--- src/rtl/asmd_pkg.sv ---
// Shared definitions for the ASMD shift-add multiplier: FSM state encoding
// and the width rule for the step counter.
package asmd_pkg;

    typedef enum logic [1:0] {
        ST_IDLE = 2'd0,
        ST_RUN  = 2'd1,
        ST_FIX  = 2'd2
    } asmd_state_e;

    // Counter must hold values 0..word_length.
    function automatic int asmd_cnt_w(input int n);
        return $clog2(n + 1);
    endfunction

endpackage

--- src/rtl/asmd_mult_datapath.sv ---
// Datapath for the ASMD multiplier: operand magnitude capture, shift-add
// accumulation and final sign fix-up into the held product register.
module asmd_mult_datapath
    import asmd_pkg::*;
#(
    parameter int W  = 4,
    parameter int CW = 3
) (
    input  logic           clk,
    input  logic           reset,
    input  logic           i_load,
    input  logic           i_step,
    input  logic           i_fix,
    input  logic           i_signed_mode,
    input  logic [W-1:0]   i_word0,
    input  logic [W-1:0]   i_word1,
    input  logic [CW-1:0]  i_count,
    output logic           o_mplr_zero_next,
    output logic [2*W-1:0] o_product
);

    logic [W-1:0]   r_mcand;
    logic [W-1:0]   r_mplr;
    logic [2*W-1:0] r_acc;
    logic           r_neg;
    logic [2*W-1:0] r_product;

    logic [W-1:0]   w_mag0;
    logic [W-1:0]   w_mag1;
    logic [2*W-1:0] w_addend;
    logic [2*W-1:0] w_acc_next;
    logic [W-1:0]   w_mplr_next;

    // Magnitudes; the most-negative value maps to 2^(W-1), which still fits W bits.
    assign w_mag0 = (i_signed_mode && i_word0[W-1]) ? (~i_word0 + W'(1)) : i_word0;
    assign w_mag1 = (i_signed_mode && i_word1[W-1]) ? (~i_word1 + W'(1)) : i_word1;

    assign w_addend    = {{W{1'b0}}, r_mcand} << i_count;
    assign w_acc_next  = r_mplr[0] ? (r_acc + w_addend) : r_acc;
    assign w_mplr_next = r_mplr >> 1;

    // Lets the controller finish early once no multiplier bits remain.
    assign o_mplr_zero_next = (w_mplr_next == '0);
    assign o_product        = r_product;

    // Operand/accumulator registers and the visible product register.
    always_ff @(posedge clk or posedge reset) begin
        if (reset) begin
            r_mcand   <= '0;
            r_mplr    <= '0;
            r_acc     <= '0;
            r_neg     <= 1'b0;
            r_product <= '0;
        end else if (i_load) begin
            r_mcand <= w_mag0;
            r_mplr  <= w_mag1;
            r_acc   <= '0;
            r_neg   <= i_signed_mode & (i_word0[W-1] ^ i_word1[W-1]);
        end else if (i_step) begin
            r_acc  <= w_acc_next;
            r_mplr <= w_mplr_next;
        end else if (i_fix) begin
            r_product <= r_neg ? (~r_acc + (2*W)'(1)) : r_acc;
        end
    end

endmodule

--- src/rtl/asmd_multiplier_sm.sv ---
// Sequential shift-add multiplier, one operation in flight.
// Optional macro ASMD_EARLY_TERM_EN: leave RUN as soon as the remaining
// multiplier bits are all zero (results unchanged, shorter latency).
module asmd_multiplier_sm
    import asmd_pkg::*;
#(
    parameter int word_length = 4
) (
    input  logic                     clk,
    input  logic                     reset,
    input  logic                     start,
    input  logic [word_length-1:0]   word0,
    input  logic [word_length-1:0]   word1,
    input  logic                     signed_mode,
    output logic [2*word_length-1:0] product,
    output logic                     ready,
    output logic                     done
);

    localparam int CW = asmd_cnt_w(word_length);

    asmd_state_e r_state;
    asmd_state_e w_next_state;
    logic [CW-1:0] r_count;
    logic          r_done;
    logic          w_load;
    logic          w_step;
    logic          w_fix;
    logic          w_mplr_zero_next;
    logic          w_last_step;

    asmd_mult_datapath #(
        .W  (word_length),
        .CW (CW)
    ) u_dp (
        .clk              (clk),
        .reset            (reset),
        .i_load           (w_load),
        .i_step           (w_step),
        .i_fix            (w_fix),
        .i_signed_mode    (signed_mode),
        .i_word0          (word0),
        .i_word1          (word1),
        .i_count          (r_count),
        .o_mplr_zero_next (w_mplr_zero_next),
        .o_product        (product)
    );

`ifdef ASMD_EARLY_TERM_EN
    assign w_last_step = (r_count == CW'(word_length - 1)) || w_mplr_zero_next;
`else
    assign w_last_step = (r_count == CW'(word_length - 1));
`endif

    // State register.
    always_ff @(posedge clk or posedge reset) begin
        if (reset) r_state <= ST_IDLE;
        else       r_state <= w_next_state;
    end

    // Next-state and datapath control.
    always_comb begin
        w_next_state = r_state;
        w_load       = 1'b0;
        w_step       = 1'b0;
        w_fix        = 1'b0;
        case (r_state)
            ST_IDLE: begin
                if (start) begin
                    w_load       = 1'b1;
                    w_next_state = ST_RUN;
                end
            end
            ST_RUN: begin
                w_step = 1'b1;
                if (w_last_step) w_next_state = ST_FIX;
            end
            ST_FIX: begin
                w_fix        = 1'b1;
                w_next_state = ST_IDLE;
            end
            default: w_next_state = ST_IDLE;
        endcase
    end

    // Step counter: cleared on accept, advanced once per RUN edge.
    always_ff @(posedge clk or posedge reset) begin
        if (reset)       r_count <= '0;
        else if (w_load) r_count <= '0;
        else if (w_step) r_count <= r_count + CW'(1);
    end

    // Done pulses for the cycle following the edge that writes product.
    always_ff @(posedge clk or posedge reset) begin
        if (reset) r_done <= 1'b0;
        else       r_done <= w_fix;
    end

    assign ready = (r_state == ST_IDLE);
    assign done  = r_done;

endmodule

--- config.mk ---
export PLATFORM = sky130hd
export DESIGN_NAME = asmd_multiplier_sm
export DESIGN_NICKNAME = d
export VERILOG_FILES = /design/src/rtl/asmd_pkg.sv /design/src/rtl/asmd_mult_datapath.sv /design/src/rtl/asmd_multiplier_sm.sv
export SDC_FILE = /design/constraint.sdc
export NUM_CORES = 1
export LEC_CHECK = 0
export CORE_ASPECT_RATIO = 0.75
export CORE_MARGIN = 5
export CORE_UTILIZATION = 40
export CTS_CLUSTER_DIAMETER = 100
export DETAILED_ROUTE_END_ITERATION = 8
export PLACE_DENSITY_LB_ADDON = 0.08
export SLEW_MARGIN = 40
export SYNTH_ARGS = -nofsm -noshare
export SYNTH_HDL_FRONTEND = slang
export SYNTH_HIERARCHICAL = 1
export SYNTH_SLANG_ARGS = --single-unit
--- constraint.sdc ---
create_clock -name clk -period 4.04 [get_ports clk]
set_input_delay 1.01 -clock clk [delete_from_list [all_inputs] [get_ports clk]]
set_output_delay 1.01 -clock clk [all_outputs]
set_load 0.005 [all_outputs]
After elaboration in Yosys (flattened, before gate mapping):

Cells that the tools add are included.

* register bits: 31
* latch bits: 0
* RAM bits: 0
* bits in read-only memories: 0
* output and inout bits: 10
* memories kept: 0

* add/subtract/negate cells: 5
* multiply operators: 0
* div/mod/pow operators: 0
* order comparisons: 0
* equal/unequal tests: 5
* shifts and indexed selects: 1
* mux-type cells: 17
* bitwise gates (word level): 7
* reductions and logical operators: 8

Operators by type and width (count)
* 8-bit 2-to-1 mux: 4
* 4-bit 2-to-1 mux: 4
* 4-bit by 1-bit adder with 4-bit output (second input constant): 2
* 8-bit by 1-bit adder with 8-bit output (second input constant): 1
* 8-bit adder: 1
* 4-bit NOT: 2
* 8-bit NOT: 1
* 4-bit by 3-bit left shift with 8-bit output: 1
* 3-bit 2-to-1 mux: 2
* 1-bit 2-to-1 mux: 4
* 2-bit 2-to-1 mux: 2
* 2-bit inequality test (second input constant): 2
* 2-bit case mux with 2 select lines: 1
* 2-bit AND reduction: 2
* 2-bit nonzero test: 2
* 3-bit by 1-bit adder with 3-bit output (second input constant): 1
* 3-bit by 2-bit == test with 1-bit output (second input constant): 1
* 3-bit AND reduction: 1
* 2-bit by 1-bit == test with 1-bit output (second input constant): 1
* 2-bit == test (second input constant): 1
* 1-bit logical AND: 2
* 2-bit zero test: 1
* 1-bit NOT: 2
* 1-bit bitwise AND: 1
* 1-bit bitwise XOR: 1

Logic depth before layout (Yosys ltp):

Gate-level depths: netlist (run 1).

* depth after elaboration: 5
* depth in mapped cells: 11
* gate-level depth less buffers: 10

Cells and area by module:

Netlist (run 1), hierarchy kept.

Modules (own cells, without submodules)
* asmd_mult_datapath: instances 1, cells each 189, area an instance 1676.6 µm², sequential area each 625.6 µm²
* asmd_multiplier_sm: instances 1, cells each 21, area an instance 265.3 µm², sequential area each 150.1 µm²

Worst setup path after synthesis (run 1):

Ideal clock, no wire load.

* path type: flip-flop to flip-flop
* start point: register r_count[0]
* end point: register u_dp.r_acc[7]
* arrival time: 2.455 ns
* required time: 3.966 ns
* setup slack: 1.511 ns
* stages on the path, launching flop included: 10
* clock period less this slack: 2.529 ns
* cell sequence: dfrtp_1 > buf_6 > mux4_2 > nor2b_1 > ha_1 > o211ai_1 > o211a_1 > or3b_1 > a21o_1 > a21oi_2

* cells in the longest elaborated chain, start to end: 5

Ends and longest elaborated chain
* start: declaration: line asmd_multiplier_sm.sv:24 `logic [CW-1:0] r_count;`
* start signal: assignment: line asmd_multiplier_sm.sv:90 `else if (w_step) r_count <= r_count + CW'(1);`
* 4-bit by 3-bit left shift with 8-bit output: line asmd_mult_datapath.sv:38 `assign w_addend = {{W{1'b0}}, r_mcand} << i_count;`
* 8-bit adder: line asmd_mult_datapath.sv:39 `assign w_acc_next = r_mplr[0] ? (r_acc + w_addend) : r_acc;`
* 8-bit 2-to-1 mux: line asmd_mult_datapath.sv:39
* 8-bit 2-to-1 mux: line asmd_mult_datapath.sv:59 `end else if (i_step) begin`
* 8-bit 2-to-1 mux: line asmd_mult_datapath.sv:54 `end else if (i_load) begin`
* end signal: assignment: line asmd_mult_datapath.sv:60 `r_acc <= w_acc_next;`
* end: declaration: line asmd_mult_datapath.sv:24 `logic [2*W-1:0] r_acc;`

Every way passes these cells. The select of a mux whose other input is x is not followed.
A chain may end at the register's enable or synchronous reset.

Worst setup path in the final report (run 1):

Same ends and word-level chain as after synthesis.

==> impl_metrics.json, run 1 <==
{
  "synthesis.nets": 234,
  "final_max_slew_viol_count": 0,
  "start_util": 0.4236,
  "tritoncts": "yes",
  "path_class": "register to register",
  "path_cells": "mux4_2 -> nor2b_1 -> ha_1 -> o211ai_1 -> o211a_1 -> or3b_1 -> a21o_1 -> a21oi_2",
  "cp_data_required_time_ns": 4.26,
  "finalSetupViolCount": 0,
  "cp-end-kind": "register",
  "grt.total_usage": 0.1479,
  "firstDrtPassIters": 4,
  "final_antenna_net_count": 0,
  "gp_congestion": 0.8236,
  "row_count": 21,
  "ios": 22,
  "grt_pass1_wl_um": 7521,
  "vias": 1534,
  "fin_hold_ws_ns": 0.5162,
  "worstSetupStartpointType": "register",
  "max_stage_delay_ns": 0.58,
  "layout_min_cycle_time_ns": 2.729,
  "avgSynthCellArea_um2": 9.267,
  "postCtsSetupBuffers": 0,
  "slew_headroom": 0.5933,
  "cts_buffer_depth": 2,
  "fin_crit_sh": 0.6756,
  "cts_buffers": 5,
  "drtIter0Drc": 71,
  "cap_violations": 0,
  "tightest_slew_ns": 0.6073,
  "p_per_area_nw_per_um2": 757.5,
  "dieArea_um2": 6348,
  "post_cts_resized": 0,
  "crit_path_top_delay_cell": "mux4_2",
  "fin_tns_setup_ns": 0,
  "coreArea_um2": 4572,
  "htreeDepth": 2,
  "grt_overflow": 0,
  "place_ws_ns": 1.318,
  "antenna_found_initial": 0,
  "grt_max_degree": 27,
  "synth_cells": 209,
  "clk_transition_reported_paths_ns": 0.07,
  "crit_fanout": 10,
  "diodes": 0,
  "setup_ws_ns": 1.311,
  "io_buffer_count": 21,
  "peakVddDrop_mv": 0.2918,
  "hold_violations": 0,
  "first_global_vias": 1556,
  "status": "finished clean",
  "ctsHoldBuffers": 0,
  "arrival_ns": 2.95,
  "drive_above_1_share": 0.07391,
  "cts.sinks": 31,
  "route.detailed.drc": 0,
  "hpwl_um": 3279,
  "wl_per_cell_um": 15.15,
  "die_x_um": 90.35,
  "via_per_inst": 5.345,
  "p_leak_nw": 1.048,
  "nFillCells": 437,
  "cts_root_buf": "clkbuf_8",
  "clk_latency_ns": 0.29,
  "fin_skew_ns": 0.008547,
  "drt_wl_total_um": 4349,
  "rsz0062_at_grt": "false",
  "finalPower_mw": 1.725,
  "fp.dieH_um": 70.27,
  "ys_warn_count": 6,
  "synth_area_um2": 1937,
  "nets": 255,
  "syn_to_final_growth_pct": 17.57,
  "hp-class": "register to register",
  "max_clock_freq_mhz": 366.4
}
where the power goes:
part / internal, mW / leakage, nW / total [mW] / switching [mW]
sequential: 0.434 / 0.397 / 0.586 / 0.152
clock: 0.133 / 0.0470 / 0.247 / 0.113
combinational: 0.442 / 0.604 / 0.892 / 0.450
total: 1.01 / 1.05 / 1.72 / 0.715
path summary, 6_finish.rpt:
check | start | endpoint | slack, ns | cells after the start
worst max-delay path | r_count[0] | u_dp/r_acc[7] | 1.31 | 8
worst min-delay path | u_dp/o_product[0] | u_dp/o_product[0] | 0.52 | 1
worst max register to register | r_count[0] | u_dp/r_acc[7] | 1.31 | 8
worst min register to register | u_dp/o_product[0] | u_dp/o_product[0] | 0.52 | 1
max in group asynchronous | reset | u_dp/r_mcand[3] | 2.53 | 2
min in group asynchronous | reset | done | 0.99 | 2
layer usage:
metal / share of wire / global-route usage / vias up / wire (um)
li1: - / - / 766 / -
met1: 0.50 / 0.2123 / 728 / 2195
met2: 0.43 / 0.2143 / 40 / 1865
met3: 0.066 / 0.05258 / 0 / 288
met4: 0 / 0.02975 / 0 / 0
met5: 0 / 0 / - / 0
registers in the layout, indices dropped and copies added, names as in the netlist:
name            cells
u_dp/r_neg          1
u_dp/o_product      8
u_dp/r_mplr         4
done                1
u_dp/r_mcand        4
r_state             2
u_dp/r_acc          8
r_count             3
worst max-delay path, delay by kind of cell (launching register included):
family,cells,cell delay [ns]
flops,1,0.57
compound gates,4,0.68
fa+ha+maj,1,0.34
mux,1,0.58
simple gates,2,0.52
placed cells by master (no fill, tap or decap), types with 2 or more instances in the layout:
| master | count |
|---|---|
| nand2_1 | 26 |
| nor2_1 | 18 |
| and2_1 | 3 |
| a22o_1 | 2 |
| dfrtp_1 | 31 |
| a21oi_1 | 20 |
| clkdlybuf4s50_1 | 21 |
| o21ai_0 | 5 |
| xor2_1 | 7 |
| nor3_1 | 3 |
| o21ai_1 | 3 |
| inv_1 | 12 |
| ha_1 | 12 |
| o31ai_1 | 4 |
| buf_4 | 2 |
| clkbuf_8 | 6 |
| nand3_1 | 3 |
| xnor2_1 | 6 |
| mux2i_1 | 9 |
| nor2b_1 | 4 |
| a211oi_1 | 3 |
| or3_1 | 2 |
| a21o_1 | 3 |
area by class of cell:
class,instances,area [um2],share of cell area
Inverter,13,48.80,0.02143
Tap cell,57,71.32,0.03132
Clock inverter,1,5.005,0.002198
Timing Repair Buffer,23,225.2,0.09890
Multi-Input combinational cell,156,1069,0.4692
Clock buffer,6,82.58,0.03626
Sequential cell,31,775.7,0.3407
through the flow:
step                      cells  cell area, um2  utilization
after floorplan             209            1937            -
after global placement      280            2190       0.4789
after detailed placement    280            2190       0.4789
after CTS                   287            2277       0.4981
after global routing        287            2277       0.4981
final                       287            2277       0.4981
Note: power is estimated with default switching activity, not from simulation.
==> inputs of run 2 (changes only) <==
- clock period: 4.04 -> 2.75 ns (I/O delays scaled with it)
==> impl_metrics.json, run 2 (synthesized netlist as in run 1, its figures left out) <==
{
  "sw_frac_of_total": 0.4020,
  "via_per_inst": 5.214,
  "cts_buffers": 5,
  "postCtsSetupBuffers": 0,
  "tightest_slew_ns": 0.5914,
  "p_seq_frac": 0.330,
  "fin_tns_setup_ns": 0,
  "hold_violations": 0,
  "clk_transition_reported_paths_ns": 0.07,
  "clockPowerShare": 0.155,
  "wl_met1_um": 2012,
  "coreArea_um2": 4572,
  "cts_buffer_depth": 2,
  "cts.sinks": 31,
  "diodes": 0,
  "nets": 257,
  "fin_crit_sh": 0.9290,
  "peakVddDrop_mv": 0.4689,
  "max_stage_delay_ns": 0.55,
  "clk_latency_ns": 0.28,
  "drive_above_1_share": 0.08584,
  "drtIter0Drc": 56,
  "grt.total_usage": 0.1383,
  "route.detailed.drc": 0,
  "route.met2.wl_um": 1806,
  "status": "finished clean",
  "gp_congestion": 0.8413,
  "syn_to_final_growth_pct": 19.25,
  "grt_pass1_wl_um": 7107,
  "final_max_slew_viol_count": 0,
  "crit_buf_inv": 0,
  "cp-end-kind": "register",
  "slew_headroom": 0.6039,
  "rr_endpoint": "u_dp/r_acc[7]",
  "antenna_found_initial": 0,
  "dieArea_um2": 6348,
  "io_buffer_count": 21,
  "worstSetupStartpointType": "register",
  "post_cts_resized": 0,
  "worstHoldStart": "u_dp/o_product[0]",
  "cp_data_required_time_ns": 2.97,
  "layout_common_cells": "dfrtp_1 (30), nand2_1 (26), clkdlybuf4s50_1 (21), a21oi_1 (20), nor2_1 (18)",
  "p_int_mw": 1.528,
  "hp-class": "register to register",
  "cts_root_buf": "clkbuf_8",
  "path_cells": "mux4_2 -> nor2b_1 -> ha_1 -> o211ai_1 -> o211a_1 -> or3b_1 -> a21o_1 -> a21oi_2",
  "fp.dieH_um": 70.27,
  "tritoncts": "yes",
  "p_leak_nw": 1.061,
  "grt_overflow": 0,
  "nFillCells": 432,
  "reg2reg_depth": 8,
  "htreeDepth": 2,
  "combPwrFrac": 0.515,
  "vias": 1512,
  "ios": 22,
  "arrival_ns": 2.77,
  "max_clock_freq_mhz": 391.4,
  "crit_fanout": 7,
  "hpwl_um": 3139,
  "crit_path_start": "r_count[0]",
  "rsz0062_at_grt": "false",
  "die_x_um": 90.35,
  "drt_wl_total_um": 4009,
  "dr.max_layer_used": "met4",
  "p_switching_mw": 1.027,
  "crit_path_top_delay_cell": "mux4_2",
  "cp.depth": 8,
  "row_count": 21,
  "start_util": 0.4236,
  "wl_per_cell_um": 13.82,
  "grt_max_degree": 26,
  "p_per_area_nw_per_um2": 1106,
  "layout_min_cycle_time_ns": 2.555,
  "firstDrtPassIters": 4,
  "worst_path_dominant_cell_family": "compound AO/OA/AOI/OAI gates",
  "final_antenna_net_count": 0,
  "fin_skew_ns": 0.008393,
  "wl_met3_um": 143,
  "final_common_cell": "dfrtp_1",
  "r2r_slack_ns": 0.20,
  "fin_hold_ws_ns": 0.4835,
  "timing.rr.start": "r_count[0]",
  "ctsHoldBuffers": 0,
  "cap_violations": 0,
  "path_class": "register to register",
  "worstSetupEndpoint": "u_dp/r_acc[7]",
  "first_global_vias": 1498,
  "finalSetupViolCount": 0
}
## run 2: cell types whose count changed in the layout (fill, tap and decap cells not counted)
cell,change
dfrtp_2,+1
inv_2,-1
buf_4,+2
dfrtp_1,-1
clkbuf_8,+1
inv_1,+1
clkinv_2,-1
clkinvlp_4,+1
## run 2: worst min-delay path by stage
stage               cells after the start           endpoint  slack (ns)
floorplan                               1         r_state[0]        0.47
global placement                        1  u_dp/o_product[0]        0.47
detailed placement                      1  u_dp/o_product[0]        0.47
CTS                                     1  u_dp/o_product[0]        0.49
global route                            1  u_dp/o_product[0]        0.52
finish                                  1  u_dp/o_product[0]        0.48
## run 2: per-stage QoR
stage               setup slack, ns  cells    util  area (um2)  power, mW
detailed placement           0.1366    282  0.4822        2205      2.169
floorplan                    0.2209    209       -        1937      1.807
global route                0.04088    290  0.5052        2310      2.790
CTS                          0.1170    290  0.5049        2308      2.577
finish                       0.1951    290  0.5052        2310      2.555
global placement             0.1917    282  0.4822        2205      2.123
## run 2: layout make-up
cell class	instances	area, um2	share of cell area
clock buffer	7	96.34	0.04171
clock inverter	1	7.507	0.003250
inverter	13	48.80	0.02113
multi-input combinational	156	1069	0.4626
sequential	31	777.0	0.3364
tap	57	71.32	0.03088
timing repair buffer	25	240.2	0.1040
## run 2: per-layer routing
| layer | vias up | GRT usage |
|---|---|---|
| met5 | - | 0 |
| met4 | 0 | 0.03967 |
| met3 | 4 | 0.03326 |
| met2 | 20 | 0.2200 |
| met1 | 712 | 0.1874 |
| li1 | 776 | - |
## run 2: power groups by stage
stage / sequential, mW / clock [mW] / combinational [mW]
final: 0.842 / 0.397 / 1.32
after global routing: 0.881 / 0.424 / 1.49
after CTS: 0.844 / 0.408 / 1.32
after detailed placement: 0.853 / 0 / 1.32
after global placement: 0.836 / 0 / 1.29
after floorplan: 0.778 / 0 / 1.03
==> inputs of run 3 (changes only) <==
- SKIP_LAST_GASP: default -> 1
==> results of run 3 <==
No change in the layout: final DEF, timing and power equal those of run 2.
